[config.mk]
export PLATFORM = sky130hd
export DESIGN_NAME = uart_rx_cfg
export DESIGN_NICKNAME = d
export VERILOG_FILES = /design/src/rtl/uart_rx_cfg.sv
export SDC_FILE = /design/constraint.sdc
export NUM_CORES = 1
export LEC_CHECK = 0
export ABC_AREA = 1
export BUFFER_PORTS_ARGS = -buffer_cell sky130_fd_sc_hd__buf_2
export CAP_MARGIN = 20
export CORE_ASPECT_RATIO = 0.5
export CORE_MARGIN = 2
export CORE_UTILIZATION = 50
export CTS_CLUSTER_SIZE = 10
export DETAILED_ROUTE_END_ITERATION = 12
export PLACE_DENSITY = 0.83
export SYNTH_ARGS = -nofsm -noshare
export SYNTH_HDL_FRONTEND = slang
export SYNTH_SLANG_ARGS = --single-unit
[constraint.sdc]
create_clock -name iClk -period 1.7 [get_ports iClk]
set_clock_uncertainty 0.2 [all_clocks]
set_input_delay 0.17 -clock iClk [delete_from_list [all_inputs] [get_ports iClk]]
set_output_delay 0.17 -clock iClk [all_outputs]
set_load 0.05 [all_outputs]
[src/rtl/uart_rx_cfg.sv]
// UART receiver with configurable data width (5..9), parity (none/odd/even) and 1 or 2 stop bits.
// Optional build macro UART_RX_MAJORITY_EN: 2-of-3 vote around every sample point.
module uart_rx_cfg #(
    parameter int CLK_FREQ     = 125_000_000,
    parameter int BAUD_RATE    = 115_200,
    parameter int CLKS_PER_BIT = CLK_FREQ / BAUD_RATE,
    parameter int DATA_BITS    = 8,
    parameter int PARITY       = 0,
    parameter int STOP_BITS    = 1
) (
    input  logic                 iClk,
    input  logic                 iRst,
    input  logic                 iRxSerial,
    output logic [DATA_BITS-1:0] oRxData,
    output logic                 oRxValid,
    output logic                 oParityErr,
    output logic                 oFrameErr,
    output logic                 oBusy
);
    localparam int CW   = $clog2(CLKS_PER_BIT) + 1;
    localparam int HALF = CLKS_PER_BIT / 2;
`ifdef UART_RX_MAJORITY_EN
    localparam int OFS = 1;
`else
    localparam int OFS = 0;
`endif
    // With voting, each decision lands one count late and the next bit restarts at OFS,
    // so bit centres stay on the nominal grid.
    localparam logic [CW-1:0] START_PT  = CW'(HALF - 1 + OFS);
    localparam logic [CW-1:0] BIT_PT    = CW'(CLKS_PER_BIT - 1 + OFS);
    localparam logic [CW-1:0] CNT_RST   = CW'(OFS);
    localparam logic [3:0]    LAST_DATA = 4'(DATA_BITS - 1);
    localparam logic [3:0]    LAST_STOP = 4'(STOP_BITS - 1);
    localparam logic          ODD_PAR   = (PARITY == 1);

    typedef enum logic [2:0] {
        sIDLE, sSTART, sDATA, sPARITY, sSTOP, sDONE
    } state_t;

    state_t                 r_state;
    state_t                 w_state_nxt;
    logic                   w_tick;
    logic                   w_load;
    logic                   w_bit;
    logic                   r_sync1;
    logic                   r_sync2;
    logic [CW-1:0]          r_cnt;
    logic [3:0]             r_idx;
    logic [DATA_BITS-1:0]   r_shift;
    logic                   r_par;
    logic                   r_perr_acc;
    logic                   r_ferr_acc;
    logic                   r_armed;

    always_ff @(posedge iClk) begin
        if (iRst) begin
            r_sync1 <= 1'b1;
            r_sync2 <= 1'b1;
        end else begin
            r_sync1 <= iRxSerial;
            r_sync2 <= r_sync1;
        end
    end

`ifdef UART_RX_MAJORITY_EN
    logic r_hist1;
    logic r_hist2;

    always_ff @(posedge iClk) begin
        if (iRst) begin
            r_hist1 <= 1'b1;
            r_hist2 <= 1'b1;
        end else begin
            r_hist1 <= r_sync2;
            r_hist2 <= r_hist1;
        end
    end

    assign w_bit = (r_sync2 & r_hist1) | (r_sync2 & r_hist2) | (r_hist1 & r_hist2);
`else
    assign w_bit = r_sync2;
`endif

    always_ff @(posedge iClk) begin
        if (iRst) r_state <= sIDLE;
        else      r_state <= w_state_nxt;
    end

    always_comb begin
        w_state_nxt = r_state;
        w_tick      = 1'b0;
        w_load      = 1'b0;
        case (r_state)
            sIDLE: begin
                if (r_armed && !r_sync2) w_state_nxt = sSTART;
            end
            sSTART: begin
                if (r_cnt == START_PT) begin
                    w_tick      = 1'b1;
                    w_state_nxt = w_bit ? sIDLE : sDATA;
                end
            end
            sDATA: begin
                if (r_cnt == BIT_PT) begin
                    w_tick = 1'b1;
                    if (r_idx == LAST_DATA) w_state_nxt = (PARITY != 0) ? sPARITY : sSTOP;
                end
            end
            sPARITY: begin
                if (r_cnt == BIT_PT) begin
                    w_tick      = 1'b1;
                    w_state_nxt = sSTOP;
                end
            end
            sSTOP: begin
                // Leave at the last stop-bit centre so a start edge half a bit later is caught.
                if (r_cnt == BIT_PT) begin
                    w_tick = 1'b1;
                    if (r_idx == LAST_STOP) begin
                        w_load      = 1'b1;
                        w_state_nxt = sDONE;
                    end
                end
            end
            sDONE:   w_state_nxt = sIDLE;
            default: w_state_nxt = sIDLE;
        endcase
    end

    always_ff @(posedge iClk) begin
        if (iRst) begin
            r_cnt      <= '0;
            r_idx      <= '0;
            r_shift    <= '0;
            r_par      <= 1'b0;
            r_perr_acc <= 1'b0;
            r_ferr_acc <= 1'b0;
            r_armed    <= 1'b1;
            oRxData    <= '0;
            oRxValid   <= 1'b0;
            oParityErr <= 1'b0;
            oFrameErr  <= 1'b0;
            oBusy      <= 1'b0;
        end else begin
            oRxValid <= w_load;
            oBusy    <= (w_state_nxt != sIDLE);

            // A framing error disarms start detection until the line is seen high (break).
            if (w_load && (r_ferr_acc || !w_bit)) r_armed <= 1'b0;
            else if (r_sync2)                     r_armed <= 1'b1;

            if (w_load) begin
                oRxData    <= r_shift;
                oParityErr <= (PARITY != 0) && r_perr_acc;
                oFrameErr  <= r_ferr_acc | ~w_bit;
            end

            if (r_state == sIDLE) begin
                r_cnt      <= '0;
                r_idx      <= '0;
                r_par      <= 1'b0;
                r_perr_acc <= 1'b0;
                r_ferr_acc <= 1'b0;
            end else if (w_tick) begin
                r_cnt <= CNT_RST;
                case (r_state)
                    sSTART: r_idx <= '0;
                    sDATA: begin
                        r_shift <= {w_bit, r_shift[DATA_BITS-1:1]};
                        r_par   <= r_par ^ w_bit;
                        r_idx   <= (r_idx == LAST_DATA) ? 4'd0 : r_idx + 4'd1;
                    end
                    sPARITY: r_perr_acc <= r_par ^ w_bit ^ ODD_PAR;
                    sSTOP: begin
                        r_ferr_acc <= r_ferr_acc | ~w_bit;
                        r_idx      <= r_idx + 4'd1;
                    end
                    default: r_idx <= r_idx;
                endcase
            end else begin
                r_cnt <= r_cnt + 1'b1;
            end
        end
    end
endmodule
==> summary.md <==
| Metric | Value |
|---|---|
| Outcome | finished, violations left |
| Violations in the final reports | setup timing |
| Synthesis Warnings | 0 |
| Most common cell in the synthesized netlist | sky130_fd_sc_hd__nand2_1 |
| Most used standard cells in the synthesized netlist | 53 x sky130_fd_sc_hd__nand2_1, 52 x sky130_fd_sc_hd__nor2_1, 42 x sky130_fd_sc_hd__dfxtp_1 |
| Post-synthesis average cell area | just over 7 um2 |
| Die Height | 48.3 um |
| Vias per Instance | just over 5 |
| Most area-hungry cell type in the Yosys netlist | sky130_fd_sc_hd__dfxtp_1 |
| TritonCTS clock tree | built |
| Clock insertion delay at the later pin of the skew report | 0.31 ns |
| Leading cell types by total area after synthesis | sky130_fd_sc_hd__dfxtp_1 43%, sky130_fd_sc_hd__nand2_1 10%, sky130_fd_sc_hd__nor2_1 9.9%, sky130_fd_sc_hd__nand3_1 6.4%, sky130_fd_sc_hd__inv_1 5.0% |
| Antenna cells | 0 |
| Yosys reg bits | 42 |
| Iteration count of the initial detailed-routing pass | 5 |
| Width of the chip | 92.6 um |
| DP Area | 2160 um2 |
| Die footprint | about 4500 um2 |
| Final setup viols | 1 |
| Overflow left after global routing | 0 |
| Maximum number of pins on one net before global-route repair | 14 |
| Area share of the largest cell type after synthesis | a little over two fifths |
| Crit end category | register |
| Finished layout cell area | about 2400 um2 |
| Starting utilization of the core area | between 50% and 60% |
| Maximum net fanout on the critical path | 8 |
| Antenna violations before repair | 0 |
| Sequential area share after synthesis | 42.8% |
| Total placed cells including tap cells | ~350 |
| Cell Area, Synth | 1960 um2 |
| Highest ir drop seen on vdd | about 0.36 mV |
| Tcrit/Tclk final | 100% |
| Total number of nets in the final design | ~310 |
| Critical path arrival | 1.75 ns |
| Syn_nets | 282 |
| Worst min-delay path category | register to register |
| Number of H-tree levels | 2 |
| Post-synthesis to final-layout area growth | 23.7% |
| Detailed Route Iter0 Violations | 96 |
| Power Density | roughly 700 nW/um2 |
| Async SR Flop Fraction | 0% |
| Data required time at the worst endpoint | approximately 1.8 ns |
| Max Transition Viols Final | 0 |
| Worst Setup Slack, final | -0.00499 ns |
| CTS Root Buffer Type | sky130_fd_sc_hd__clkbuf_8 |
| Number of routed nets with antenna violations | 0 |
| Static Leak | approximately 1 nW |
| Cell row count | 16 |
| Global-route usage over all layers | between 10% and 20% |
| Clock-pin slew reported for the worst setup and hold paths after clock tree synthesis | 0.08 ns |
| Final hold violations | 0 |
| Wire length of the first global-routing pass | ~6700 um |
| PnR Total Power | between 0.0015 and 0.002 W |
| Unrepaired setup endpoints after global routing | true |
| Maximum root-to-sink buffer count | 2 |
| Overall routed net length | between 4000 and 5000 um |
| Minimum clock period | 1.70 ns |
| Total number of vias | ~1900 |
| Fillers | slightly above 300 |
| DRC errors left | 0 |
| Post-synth cell types | 29 |
| Worst hold path startpoint | r_sync1 |
| Critical path launch point | r_cnt[1] |
| Post-synth EDFFs | 0 |
| Share of post-route cells with drive strength above 1 | roughly 27% |
| Per-cell routed wire length | around 12 um |
| Detailed placer's ending HPWL | about 2900 um |
| Clock sink count | 42 |
| Core ar. | around 3800 um2 |
| RePlAce Congestion | approximately 0.84 |
| Most instantiated flip-flop cell in the synthesis netlist | sky130_fd_sc_hd__dfxtp_1 |
| Count of max-cap constraint violations | 0 |
| TritonCTS Buffers | 5 |
| Kind of start point of the critical path | register |
| Vias in the first global route | 1610 |
| Post-route non-filler standard cell count | 361 |
| Critical Setup Path Class | register to register |
| Number of buffers added on ports | 13 |
| Total negative slack for setup checks | -0.00499 ns |
| Post-synthesis instance total | roughly 270 |
| Achievable clock frequency | around 0.59 GHz |
| Reg2Reg Launch Point | r_cnt[1] |
| Top-level I/O count | 15 |
==> sequential cells by signal, indices dropped and copies added, names as in the netlist <==
register,flops
oFrameErr,1
r_sync1,1
r_cnt,12
oRxValid,1
r_idx,4
oRxData,8
r_ferr_acc,1
oBusy,1
r_armed,1
r_state,3
r_shift,8
r_sync2,1
==> area by class of cell <==
type / instances / area (um2) / share of cell area [%]
Multi-Input combinational cell: 197 / 1090 / 45.1
Timing Repair Buffer: 30 / 218 / 8.96
Inverter: 30 / 113 / 4.64
Tap cell: 54 / 67.6 / 2.78
Clock buffer: 6 / 72.6 / 2.99
Clock inverter: 2 / 13.8 / 0.567
Sequential cell: 42 / 850 / 35.0
==> path summary, 6_finish.rpt <==
check               end  slack, ns  cells after the start
max reg2reg  r_shift[2]     -0.005                      9
max          r_shift[2]     -0.005                      9
min reg2reg     r_sync2       0.22                      1
min             r_sync2       0.22                      1
==> cells by family (layout without fill, tap and decap cells) <==
kind of cell | Yosys count | in the layout | synth area share [%]
other | 1 | 1 | 0.191
adders and majority gates | 5 | 5 | 3.19
DFF | 42 | 42 | 42.8
and+or+nand+nor | 153 | 153 | 35.1
AOI/OAI and AO/OA | 30 | 30 | 7.78
buffers and inverters | 35 | 68 | 7.33
xor gates and xnor gates | 8 | 8 | 3.57
==> metrics by stage <==
stage | utilization (%) | hold WS [ns] | setup WS, ns
finish | 63.5 | 0.222 | -0.00499
global route | 63.5 | 0.249 | -0.0932
CTS | 59.5 | 0.223 | -0.0132
detailed placement | 56.5 | 0.154 | -0.0166
global placement | 56.5 | 0.155 | 0.0565
floorplan | - | 0.0738 | 0.0792
==> critical path, cell delays in order (launching register included) <==
cell and delay [ns]:
sky130_fd_sc_hd__dfxtp_2 0.35, sky130_fd_sc_hd__inv_2 0.07, sky130_fd_sc_hd__ha_1 0.17, sky130_fd_sc_hd__nand3_2 0.14, sky130_fd_sc_hd__nor2_4 0.14, sky130_fd_sc_hd__nand3_4 0.12, sky130_fd_sc_hd__nand2_4 0.10, sky130_fd_sc_hd__buf_6 0.12
sky130_fd_sc_hd__nand3_1 0.09, sky130_fd_sc_hd__a21oi_2 0.14
==> cell usage in the layout (no fill, tap or decap), types with 3 or more instances in the layout <==
master / n
sky130_fd_sc_hd__a21oi_1: 15
sky130_fd_sc_hd__buf_2: 13
sky130_fd_sc_hd__buf_4: 12
sky130_fd_sc_hd__clkbuf_8: 5
sky130_fd_sc_hd__dfxtp_1: 35
sky130_fd_sc_hd__dfxtp_2: 7
sky130_fd_sc_hd__ha_1: 3
sky130_fd_sc_hd__inv_1: 24
sky130_fd_sc_hd__inv_2: 5
sky130_fd_sc_hd__nand2_1: 48
sky130_fd_sc_hd__nand2_2: 7
sky130_fd_sc_hd__nand3_1: 22
sky130_fd_sc_hd__nand3_2: 5
sky130_fd_sc_hd__nand4_1: 4
sky130_fd_sc_hd__nor2_1: 44
sky130_fd_sc_hd__nor2_2: 8
sky130_fd_sc_hd__nor2_4: 5
sky130_fd_sc_hd__o21ai_0: 7
sky130_fd_sc_hd__o21ai_1: 4
sky130_fd_sc_hd__xor2_1: 6
==> power breakdown <==
| part | leakage (nW) | switching (W) | internal, W | total [W] |
|---|---|---|---|---|
| combinational | 0.601 | 0.0000428 | 0.0000230 | 0.0000658 |
| clock | 0.0452 | 0.000350 | 0.000290 | 0.000640 |
| sequential | 0.343 | 0.00000401 | 0.000988 | 0.000992 |
==> routing by layer <==
layer	vias up	global-route usage [%]	routed length (um)
met2	72	33.2	2160
met4	0	10.8	138
met1	843	21.1	1810
met3	12	5.45	314
met5	-	0	0
li1	931	-	-
==> what timing repair did <==
| item | 4_1_cts | 5_1_grt |
|---|---|---|
| endpoints found under the setup margin | 10 | 29 |
| pin swaps | 0 | 13 |
| setup buffers | 0 | 4 |
| hold buffers | 2 | 0 |
| hold endpoints to repair | 2 | 0 |
| gates resized for setup | 4 | 40 |
| cloned | 0 | 0 |
(Power assumes the default switching activity.)
